### src/rtl/line_fill_buffer.sv
// Instruction-cache line fill buffer: fetches one line critical-word-first in wrap order
// over a single-outstanding memory read port and hands the line to the cache controller.
//
// state | meaning
// IDLE  | no fill in progress; line/address of the last fill are held
// REQ   | read request for word idx presented on the memory port
// WAIT  | request accepted, waiting for its response
// DONE  | full line valid, waiting for the controller to drop LB_Enable
// ABORT | fill cancelled with a response still in flight; swallow it
module line_fill_buffer #(
  parameter int WORDS  = 8,
  parameter int ADDR_W = 32,
  parameter int DATA_W = 32
) (
  input  logic                    Clk,
  input  logic                    Rst_n,
  input  logic                    LB_Enable,
  input  logic [ADDR_W-1:0]       WordAddress,
  output logic                    LB_FirstWord,
  output logic                    LB_Completed,
  output logic [ADDR_W-1:0]       LineAddress,
  output logic [DATA_W-1:0]       CritData,
  output logic [WORDS*DATA_W-1:0] LineData,
  output logic                    Mem_ReqValid,
  input  logic                    Mem_ReqReady,
  output logic [ADDR_W-1:0]       Mem_ReqAddr,
  input  logic                    Mem_RspValid,
  input  logic [DATA_W-1:0]       Mem_RspData
);

  localparam int IW = $clog2(WORDS);
  localparam int IB = IW + 2;
  localparam logic [ADDR_W-1:0] LINE_MASK = ADDR_W'((1 << IB) - 1);
  localparam logic [IW-1:0]     LAST_CNT  = IW'(WORDS - 1);

  typedef enum logic [2:0] {
    S_IDLE  = 3'd0,
    S_REQ   = 3'd1,
    S_WAIT  = 3'd2,
    S_DONE  = 3'd3,
    S_ABORT = 3'd4
  } state_e;

  state_e                  state_q, state_d;
  logic [ADDR_W-1:0]       line_addr_q, line_addr_d;
  logic [IW-1:0]           idx_q, idx_d;
  logic [IW-1:0]           cnt_q, cnt_d;
  logic [DATA_W-1:0]       crit_q, crit_d;
  logic [WORDS*DATA_W-1:0] line_q, line_d;
  logic                    first_q, first_d;
  logic                    comp_q, comp_d;
  logic                    req_valid_q, req_valid_d;

  always_comb begin
    state_d     = state_q;
    line_addr_d = line_addr_q;
    idx_d       = idx_q;
    cnt_d       = cnt_q;
    crit_d      = crit_q;
    line_d      = line_q;
    first_d     = 1'b0;
    comp_d      = 1'b0;

    case (state_q)
      S_IDLE: begin
        if (LB_Enable) begin
          state_d     = S_REQ;
          line_addr_d = WordAddress & ~LINE_MASK;
          idx_d       = WordAddress[IB-1:2];
          cnt_d       = '0;
        end
      end
      S_REQ: begin
        // A request accepted in the same cycle as the cancel still returns data,
        // so it must be drained rather than dropped.
        if (Mem_ReqReady)    state_d = LB_Enable ? S_WAIT : S_ABORT;
        else if (!LB_Enable) state_d = S_IDLE;
      end
      S_WAIT: begin
        if (!LB_Enable) begin
          state_d = Mem_RspValid ? S_IDLE : S_ABORT;
        end else if (Mem_RspValid) begin
          line_d[idx_q*DATA_W +: DATA_W] = Mem_RspData;
          if (cnt_q == '0) begin
            crit_d  = Mem_RspData;
            first_d = 1'b1;
          end
          idx_d = idx_q + 1'b1;
          cnt_d = cnt_q + 1'b1;
          if (cnt_q == LAST_CNT) begin
            state_d = S_DONE;
            comp_d  = 1'b1;
          end else begin
            state_d = S_REQ;
          end
        end
      end
      S_DONE: begin
        if (LB_Enable) comp_d  = 1'b1;
        else           state_d = S_IDLE;
      end
      S_ABORT: begin
        if (Mem_RspValid) state_d = S_IDLE;
      end
      default: state_d = S_IDLE;
    endcase

    req_valid_d = (state_d == S_REQ);
  end

  always_ff @(posedge Clk or negedge Rst_n) begin
    if (!Rst_n) begin
      state_q     <= S_IDLE;
      line_addr_q <= '0;
      idx_q       <= '0;
      cnt_q       <= '0;
      crit_q      <= '0;
      line_q      <= '0;
      first_q     <= 1'b0;
      comp_q      <= 1'b0;
      req_valid_q <= 1'b0;
    end else begin
      state_q     <= state_d;
      line_addr_q <= line_addr_d;
      idx_q       <= idx_d;
      cnt_q       <= cnt_d;
      crit_q      <= crit_d;
      line_q      <= line_d;
      first_q     <= first_d;
      comp_q      <= comp_d;
      req_valid_q <= req_valid_d;
    end
  end

  // Completed falls combinationally with LB_Enable so the controller sees it drop at once.
  assign LB_Completed = comp_q & LB_Enable;
  assign LB_FirstWord = first_q;
  assign LineAddress  = line_addr_q;
  assign CritData     = crit_q;
  assign LineData     = line_q;
  assign Mem_ReqValid = req_valid_q;
  assign Mem_ReqAddr  = line_addr_q | ADDR_W'({idx_q, 2'b00});

endmodule

### config.mk
export PLATFORM = sky130hd
export DESIGN_NAME = line_fill_buffer
export DESIGN_NICKNAME = d
export VERILOG_FILES = /design/src/rtl/line_fill_buffer.sv
export SDC_FILE = /design/constraint.sdc
export NUM_CORES = 1
export LEC_CHECK = 0
export CORE_ASPECT_RATIO = 1.1
export CORE_MARGIN = 3
export CORE_UTILIZATION = 47
export CTS_BUF_LIST = sky130_fd_sc_hd__clkbuf_16
export DETAILED_ROUTE_END_ITERATION = 12
export GPL_TIMING_DRIVEN = 0
export HOLD_SLACK_MARGIN = 0.15
export PLACE_DENSITY_LB_ADDON = 0.2
export SKIP_CTS_REPAIR_TIMING = 1
export SLEW_MARGIN = 20
export SYNTH_ARGS = -nofsm -noshare
export SYNTH_HDL_FRONTEND = slang
export SYNTH_SLANG_ARGS = --single-unit
### constraint.sdc
create_clock -name Clk -period 3.4 [get_ports Clk]
set_input_delay 0.68 -clock Clk [delete_from_list [all_inputs] [get_ports Clk]]
set_output_delay 0.68 -clock Clk [all_outputs]
set_load 0.01 [all_outputs]
==> flow_metrics.tcl, run 1 <==
set metrics [dict create \
    clock-root-buffer "clkbuf_16" \
    synth_edf_count 0 \
    final-max-slew-violation-count 0 \
    cp-start-kind "flip-flop" \
    yosys.area_share.simple 0.0795 \
    die_area_um2 31200 \
    ios 424 \
    synth_area_um2 13700 \
    seqPwrFrac 0.404 \
    htree_levels 2 \
    maxCapViolCount 0 \
    hold_viol_final 0 \
    finalPower_uw 11600 \
    power_frac_clock 0.320 \
    synth_top_family_by_area "multiplexers" \
    regArea_um2 8180 \
    clk_latency_ns 0.51 \
    path_clk_slew_ns 0.06 \
    synth_xor_area_frac 0 \
    synth-seq-cells 327 \
    die_x_um 169 \
    drt_iter0_drc 449 \
    final_common_cell "clkdlybuf4s50_1" \
    crit_required_ns 3.78 \
    synth_compound_area_frac 0.00621 \
    min_path_type "primary input to async pin" \
    synth_cells 960 \
    fin_nets 1502 \
    post-route-min-period_ns 3.28 \
    muxShareOfSynthArea 0.259 \
    vias_per_cell 5.08 \
    cp-end-kind "flip-flop" \
    dr.pass1.iters 4 \
    power_switching_share 0.284 \
    p_leak_uw 0.00923 \
    multi_input_area_um2 4910 \
    synth-main-ff-cell "dfrtp_1" \
    antennaDiodeCount 0 \
    syn_to_final_growth_pct 43.2 \
    finalCritPeriodShare 0.965 \
    die_height_um 185 \
    drive_above_1_share 0.281 \
    wl_per_cell_um 21.4 \
    hold_slack_ns 0.124 \
    rows 64 \
    avgSynthCellArea_um2 14.3 \
    synth-adder-area-share 0.00822 \
    final_cell_mix "clkdlybuf4s50_1 (412), dfrtp_1 (327), mux2_2 (267)" \
    power.switching_uw 3280 \
    worstRegToRegCells 9 \
    rrSetupSlack_ns 0.12 \
    tightest_slew_ns 0.860 \
    clockBufferDepth 3 \
    status "complete, no violations" \
    clock-sinks 327 \
    ant_nets 0 \
    start_util 0.485 \
    first_global_vias 10028 \
    yosysWarnings 0 \
    core_area_um2 28300 \
    drc 0 \
    dr_wl_met2_um 19200 \
    async_flop_share 1.00 \
    wl_met1_um 15300 \
    synth.distinct_cells 39 \
    crit_type "flip-flop to flip-flop" \
    grt_max_degree 99 \
    port_buffers 413 \
    dr.max_layer_used "met4" \
    skew_ns 0.0134 \
    critPathMaxFanout 10 \
    overflow 0 \
    numCtsBuffers 35 \
    dr_wl_met3_um 3100 \
    timing.rr.end "LineData[8]$_DFFE_PN0P_" \
    synth-seq-area-share 0.597 \
    arrival_ns 3.66 \
    combPwrFrac 0.275 \
    wl_um 38800 \
    ir_drop_mv 0.454 \
    regToRegStartpoint "idx_q[0]$_DFFE_PN0P_" \
    setup_violations 0 \
    hpwl_um 28000 \
    grt_pass1_wl_um 59100 \
    fmax_ghz 0.305 \
    antenna_found_initial 0 \
    grtUsageTotal 0.245 \
    slew_headroom 0.421 \
    p_int_uw 8270 \
    place.gp.congestion 0.788 \
    cts_tree "built" \
    power-per-cell-area_nw_per_um2 589 \
    utilization 0.694 \
    n_fill_cell 2049 \
    vias 9201 \
]
[cells in the mapped netlist (2+ instances only)]
cell type,count,area [um^2]
buf_4,40,300
a21oi_1,2,10.0
a22o_1,3,26.3
nor3_2,4,40.0
buf_1,3,11.3
mux2i_1,34,340
nand2_1,36,135
a31oi_1,2,12.5
and3b_1,2,17.5
clkbuf_1,17,63.8
buf_6,8,90.1
and3_1,5,31.3
dfrtp_1,327,8180
buf_2,14,70.1
nor4b_4,2,47.6
inv_1,38,143
o21ai_0,4,20.0
nor2b_1,2,12.5
mux2_1,18,203
nor3b_1,6,45.0
nand2b_1,2,12.5
nor2_1,5,18.8
ha_1,9,113
mux2_2,267,3010
nand3_1,3,15.0
and2_1,93,582
nor4_4,2,42.5
[layer usage]
layer,track usage,up-vias
met5,0,-
met4,0.0759,0
met3,0.0751,60
met2,0.418,294
met1,0.301,4682
li1,-,4165
[power by group through the flow]
stage	logic [uW]	registers [uW]	clock network, uW
detailed placement	3160	4730	0
finish	3180	4670	3700
CTS	3180	4680	3770
global route	3420	4740	3940
floorplan	1160	4920	0
global placement	3080	4730	0
[flip-flops by register name, summed over array words and instances, names as in the netlist]
signal and cells:
LineData 256, CritData 32, LineAddress 27, cnt_q 3, idx_q 3, state_q 3, LB_FirstWord 1, Mem_ReqValid 1
comp_q 1
[kinds of logic (layout without fill, tap and decap cells)]
group,count (synthesis),after routing
flops,327,327
mux,319,319
simple gates,171,171
buf+inv,120,602
compound gates,13,13
fa+ha+maj,9,9
other cells,1,7
[metrics by stage]
step	instance area (um^2)	setup TNS, ns	worst slack [ns]	cells
final	19600	0	0.117	1811
after global placement	18300	-4191.03	-12.64	1742
after floorplan	13700	0	0.600	966
after global routing	19600	-0.000299	-0.000299	1811
after detailed placement	18400	-44.34	-0.594	1746
after CTS	19500	-49.39	-0.609	1807
[worst max-delay path, cell delays in order (launching register included)]
cell and delay [ns]:
dfrtp_1 0.57, clkbuf_2 0.36, inv_1 0.11, ha_1 0.21, ha_1 0.49, nor3b_1 0.11, nand4bb_1 0.13, clkbuf_1 0.40
clkbuf_2 0.38, mux2_2 0.38
[worst max path at each step]
stage,startpoint,to,slack (ns),depth (start not counted)
after global routing,idx_q[0]$_DFFE_PN0P_,LineData[246]$_DFFE_PN0P_,-0.0003,9
final,idx_q[0]$_DFFE_PN0P_,LineData[8]$_DFFE_PN0P_,0.12,9
after floorplan,idx_q[0]$_DFFE_PN0P_,LineData[130]$_DFFE_PN0P_,0.60,8
after CTS,idx_q[0]$_DFFE_PN0P_,LineData[141]$_DFFE_PN0P_,-0.61,8
after detailed placement,idx_q[0]$_DFFE_PN0P_,LineData[141]$_DFFE_PN0P_,-0.59,8
after global placement,Rst_n,CritData[14]$_DFFE_PN0P_,-12.64,1
[final cells by class]
| type | instances | area share |
|---|---|---|
| clock inverter | 24 | 0.00912 |
| timing repair buffer | 422 | 0.218 |
| multi-input combinational | 519 | 0.250 |
| tap | 363 | 0.0232 |
| buffer | 81 | 0.0277 |
| inverter | 38 | 0.00727 |
| clock buffer | 37 | 0.0472 |
| sequential | 327 | 0.417 |
Power figures use the tool's default switching activity.
==> inputs of run 2 (changes only) <==
--- a/config.mk
+++ b/config.mk
@@ -13,6 +13,7 @@
 export GPL_TIMING_DRIVEN = 0
 export HOLD_SLACK_MARGIN = 0.15
 export PLACE_DENSITY_LB_ADDON = 0.2
+export SETUP_SLACK_MARGIN = 0.02
 export SKIP_CTS_REPAIR_TIMING = 1
 export SLEW_MARGIN = 20
 export SYNTH_ARGS = -nofsm -noshare
==> flow_metrics.tcl, run 2 (synthesized netlist as in run 1, its figures left out) <==
set metrics [dict create \
    seqPwrFrac 0.404 \
    core_area_um2 28300 \
    grt_pass1_wl_um 59100 \
    die_x_um 169 \
    vias_per_cell 5.08 \
    critPathMaxFanout 10 \
    power_frac_clock 0.320 \
    first_global_vias 10028 \
    antennaDiodeCount 0 \
    vias 9209 \
    cp-end-kind "flip-flop" \
    slowest_stage "dfrtp_1" \
    power_switching_share 0.284 \
    clk_latency_ns 0.51 \
    ant_nets 0 \
    hpwl_um 28000 \
    port_buffers 413 \
    cts_tree "built" \
    skew_ns 0.0125 \
    maxCapViolCount 0 \
    final_area_um2 19600 \
    path_clk_slew_ns 0.06 \
    combPwrFrac 0.275 \
    fin_nets 1505 \
    power-per-cell-area_nw_per_um2 588 \
    arrival_ns 3.62 \
    die_area_um2 31200 \
    fmax_ghz 0.309 \
    htree_levels 2 \
    wl_um 38800 \
    grt_max_degree 99 \
    clock-sinks 327 \
    timing.rr.end "LineData[31]$_DFFE_PN0P_" \
    place.gp.congestion 0.788 \
    regToRegStartpoint "idx_q[0]$_DFFE_PN0P_" \
    numCtsBuffers 35 \
    start_util 0.485 \
    cpPeakStageDelay_ns 0.55 \
    finalPower_uw 11600 \
    drc 0 \
    drive_above_1_share 0.283 \
    power.switching_uw 3280 \
    slew_headroom 0.429 \
    ir_drop_mv 0.454 \
    grtUsageTotal 0.245 \
    syn_to_final_growth_pct 43.4 \
    place_area_um2 18400 \
    finalCritPeriodShare 0.952 \
    final_common_cell "clkdlybuf4s50_1" \
    path_cells "clkbuf_2 -> inv_1 -> ha_1 -> ha_1 -> nor3b_1 -> nand4bb_1 -> buf_1 -> clkbuf_2 -> mux2_2" \
    overflow 0 \
    dr.pass1.iters 4 \
    rows 64 \
    tightest_slew_ns 0.849 \
    final-max-slew-violation-count 0 \
    rsz0062_at_grt "no" \
    drt_iter0_drc 444 \
    clockBufferDepth 3 \
    die_height_um 185 \
    rrSetupSlack_ns 0.16 \
    p_int_uw 8270 \
    antenna_found_initial 0 \
    clock-root-buffer "clkbuf_16" \
    ios 424 \
    crit_required_ns 3.78 \
    p_leak_uw 0.00925 \
    wl_per_cell_um 21.4 \
    status "complete, no violations" \
    post-route-min-period_ns 3.24 \
    crit_type "flip-flop to flip-flop" \
    setup_violations 0 \
    worstRegToRegCells 9 \
    hold_viol_final 0 \
    min_path_type "primary input to async pin" \
    cp-start-kind "flip-flop" \
    utilization 0.695 \
    largest_reg_flops 256 \
    final_cell_mix "clkdlybuf4s50_1 (412), dfrtp_1 (327), mux2_2 (267)" \
]
==> run 2: changes by cell type in the layout (fill, tap and decap cells not counted), sizes merged <==
cell	delta
clkbuf	-1
buf	+4
==> run 2: final cells by class <==
cell class	count	area (um^2)
fill	2044	8630
inverter	38	143
sequential	327	8180
buffer	81	546
timing repair buffer	425	4300
clock buffer	37	926
tap	363	454
multi-input combinational	519	4910
clock inverter	24	179
==> run 2: metal layers <==
| metal | part of all wire | routed length (um) | track usage | vias to the layer above |
|---|---|---|---|---|
| met1 | 0.39 | 15200 | 0.301 | 4671 |
| met5 | 0 | 0 | 0 | - |
| met3 | 0.082 | 3160 | 0.0751 | 60 |
| met2 | 0.50 | 19200 | 0.418 | 305 |
| met4 | 0.030 | 1150 | 0.0759 | 0 |
| li1 | - | - | - | 4173 |
==> run 2: critical path: cells and delay by family, from the launching register on <==
family,cells,cell delay (ns)
DFF,1,0.55
and+or+nand+nor,2,0.24
adders and majority gates,2,0.70
buffers and inverters,4,1.24
muxes,1,0.38
==> run 2: worst max-delay path by stage <==
stage | start | endpoint | slack, ns
floorplan | idx_q[0]$_DFFE_PN0P_ | LineData[130]$_DFFE_PN0P_ | 0.60
global placement | Rst_n | CritData[14]$_DFFE_PN0P_ | -12.64
detailed placement | idx_q[0]$_DFFE_PN0P_ | LineData[141]$_DFFE_PN0P_ | -0.59
CTS | idx_q[0]$_DFFE_PN0P_ | LineData[141]$_DFFE_PN0P_ | -0.61
global route | idx_q[0]$_DFFE_PN0P_ | LineData[26]$_DFFE_PN0P_ | 0.02
finish | idx_q[0]$_DFFE_PN0P_ | LineData[31]$_DFFE_PN0P_ | 0.16
==> run 2: stage by stage <==
stage	setup TNS (ns)	hold WS (ns)	instances	worst slack [ns]
4_1_cts	-49.39	0.143	1807	-0.609
2_1_floorplan	0	0.384	966	0.600
3_5_place_dp	-44.34	0.477	1746	-0.594
5_1_grt	0	0.166	1814	0.0174
3_3_place_gp	-4191.03	0.470	1742	-12.64
6_report	0	0.125	1814	0.164
==> run 2: power groups by stage <==
stage          combinational (uW)  sequential, uW  clock [uW]
3_3_place_gp                 3080            4730           0
3_5_place_dp                 3160            4730           0
5_1_grt                      3420            4740        3940
2_1_floorplan                1160            4920           0
6_report                     3180            4670        3700
4_1_cts                      3180            4680        3770
==> inputs of run 3 (changes only) <==
--- a/config.mk
+++ b/config.mk
@@ -5,7 +5,7 @@
 export SDC_FILE = /design/constraint.sdc
 export NUM_CORES = 1
 export LEC_CHECK = 0
-export CORE_ASPECT_RATIO = 1.1
+export CORE_ASPECT_RATIO = 0.6
 export CORE_MARGIN = 3
 export CORE_UTILIZATION = 47
 export CTS_BUF_LIST = sky130_fd_sc_hd__clkbuf_16
==> flow_metrics.tcl, run 3 (synthesized netlist as in run 1, its figures left out) <==
set metrics [dict create \
    antenna_found_initial 1 \
    clock-sinks 327 \
    core_area_um2 28100 \
    final_cell_mix "clkdlybuf4s50_1 (412), dfrtp_1 (327), mux2_2 (267)" \
    critPathMostFrequentCell "ha_1" \
    syn_to_final_growth_pct 42.0 \
    die_x_um 226 \
    p_int_uw 7880 \
    drt_iter0_drc 505 \
    start_util 0.487 \
    met2_usage 0.414 \
    min_path_type "flip-flop to flip-flop" \
    cp-end-kind "flip-flop" \
    critPathMaxFanout 10 \
    fmax_ghz 0.308 \
    vias_per_cell 5.11 \
    ios 424 \
    place.gp.congestion 0.774 \
    drc 0 \
    finalPower_uw 11100 \
    hpwl_um 29700 \
    fin_nets 1499 \
    final-max-slew-violation-count 0 \
    setup_violations 0 \
    cpPeakStageDelay_ns 0.57 \
    grt_pass1_wl_um 61200 \
    arrival_ns 3.67 \
    ant_nets 0 \
    finalCritPeriodShare 0.954 \
    clockBufferDepth 3 \
    ir_drop_mv 0.369 \
    power-per-cell-area_nw_per_um2 573 \
    path_cells "clkbuf_2 -> inv_1 -> ha_1 -> ha_1 -> o31ai_1 -> nor3_4 -> buf_2 -> mux2_2" \
    status "complete, no violations" \
    power.switching_uw 3260 \
    grtUsageMet1 0.338 \
    wl_um 39400 \
    largest_reg_flops 256 \
    antennaDiodeCount 0 \
    hold_viol_final 0 \
    path_clk_slew_ns 0.07 \
    cp-start-kind "flip-flop" \
    tightest_slew_ns 0.819 \
    wl_per_cell_um 21.7 \
    grtUsageTotal 0.251 \
    overflow 0 \
    maxCapViolCount 0 \
    crit_family "buffers and inverters" \
    dr.pass1.iters 4 \
    grt_max_degree 96 \
    rsz0062_at_grt "yes" \
    final_common_cell "clkdlybuf4s50_1" \
    crit_type "flip-flop to flip-flop" \
    crit_required_ns 3.83 \
    rows 47 \
    skew_ns 0.0163 \
    grt_util_met3 0.0735 \
    clk_latency_ns 0.56 \
    htree_levels 1 \
    p_leak_uw 0.00915 \
    path_buf_inv 3 \
    finalWorstSetupSlack_ns 0.158 \
    clock-root-buffer "clkbuf_16" \
    power_switching_share 0.293 \
    pre_cts_slack_ns -0.399 \
    port_buffers 413 \
    post-route-min-period_ns 3.24 \
    utilization 0.692 \
    combPwrFrac 0.286 \
    slew_headroom 0.449 \
    busiest_layer "met2" \
    drive_above_1_share 0.279 \
    cts_tree "built" \
    die_area_um2 31300 \
    die_height_um 138 \
    seqPwrFrac 0.420 \
    numCtsBuffers 31 \
    vias 9268 \
    first_global_vias 10052 \
    slowest_stage "dfrtp_1" \
    power_frac_clock 0.294 \
]
## run 3: changes by cell type in the layout (fill, tap and decap cells not counted), moves of 2 or more
cell | previous run | this run
inv_1 | 44 | 42
clkinv_2 | 5 | 7
clkbuf_16 | 37 | 31
clkinv_1 | 9 | 11
buf_4 | 48 | 46
## run 3: final cells by class
type | count | area [um^2]
flip-flops and latches | 327 | 8180
well taps | 367 | 459
fillers | 1988 | 8650
multi-input cells | 519 | 4900
inverters | 38 | 143
clock inverters | 27 | 175
plain buffers | 81 | 546
repair buffers | 423 | 4280
clock buffers | 31 | 776
## run 3: final timing paths
check	slack, ns	start	end	depth (start not counted)
max	0.16	idx_q[0]$_DFFE_PN0P_	LineData[75]$_DFFE_PN0P_	8
min	0.49	LineData[67]$_DFFE_PN0P_	LineData[67]$_DFFE_PN0P_	1
max reg2reg	0.16	idx_q[0]$_DFFE_PN0P_	LineData[75]$_DFFE_PN0P_	8
min reg2reg	0.49	LineData[67]$_DFFE_PN0P_	LineData[67]$_DFFE_PN0P_	1
max in group asynchronous	1.46	Rst_n	LineData[47]$_DFFE_PN0P_	4
min in group asynchronous	0.66	Rst_n	LineData[135]$_DFFE_PN0P_	2
## run 3: per-layer routing
metal  share of wire  routed length (um)  up-vias
met2            0.48               18700      246
met3           0.074                2900       36
met1            0.44               17200     4826
met4           0.015                 610        0
met5               0                   0        -
li1                -                   -     4160
## run 3: power groups by stage
stage               combinational (uW)  clock [uW]  sequential [uW]
global placement                  3080           0             4730
global route                      3420        3530             4740
CTS                               3190        3360             4680
finish                            3190        3280             4680
detailed placement                3170           0             4740
floorplan                         1160           0             4920
## run 3: metrics by stage
step                TNS (ns)  cells  hold WS, ns  area, um^2
global placement    -4138.77   1746        0.469       18300
floorplan                  0    966        0.384       13700
detailed placement    -20.47   1750        0.479       18400
global route               0   1813        0.512       19500
CTS                   -24.52   1808       0.0787       19400
finish                     0   1813        0.489       19500
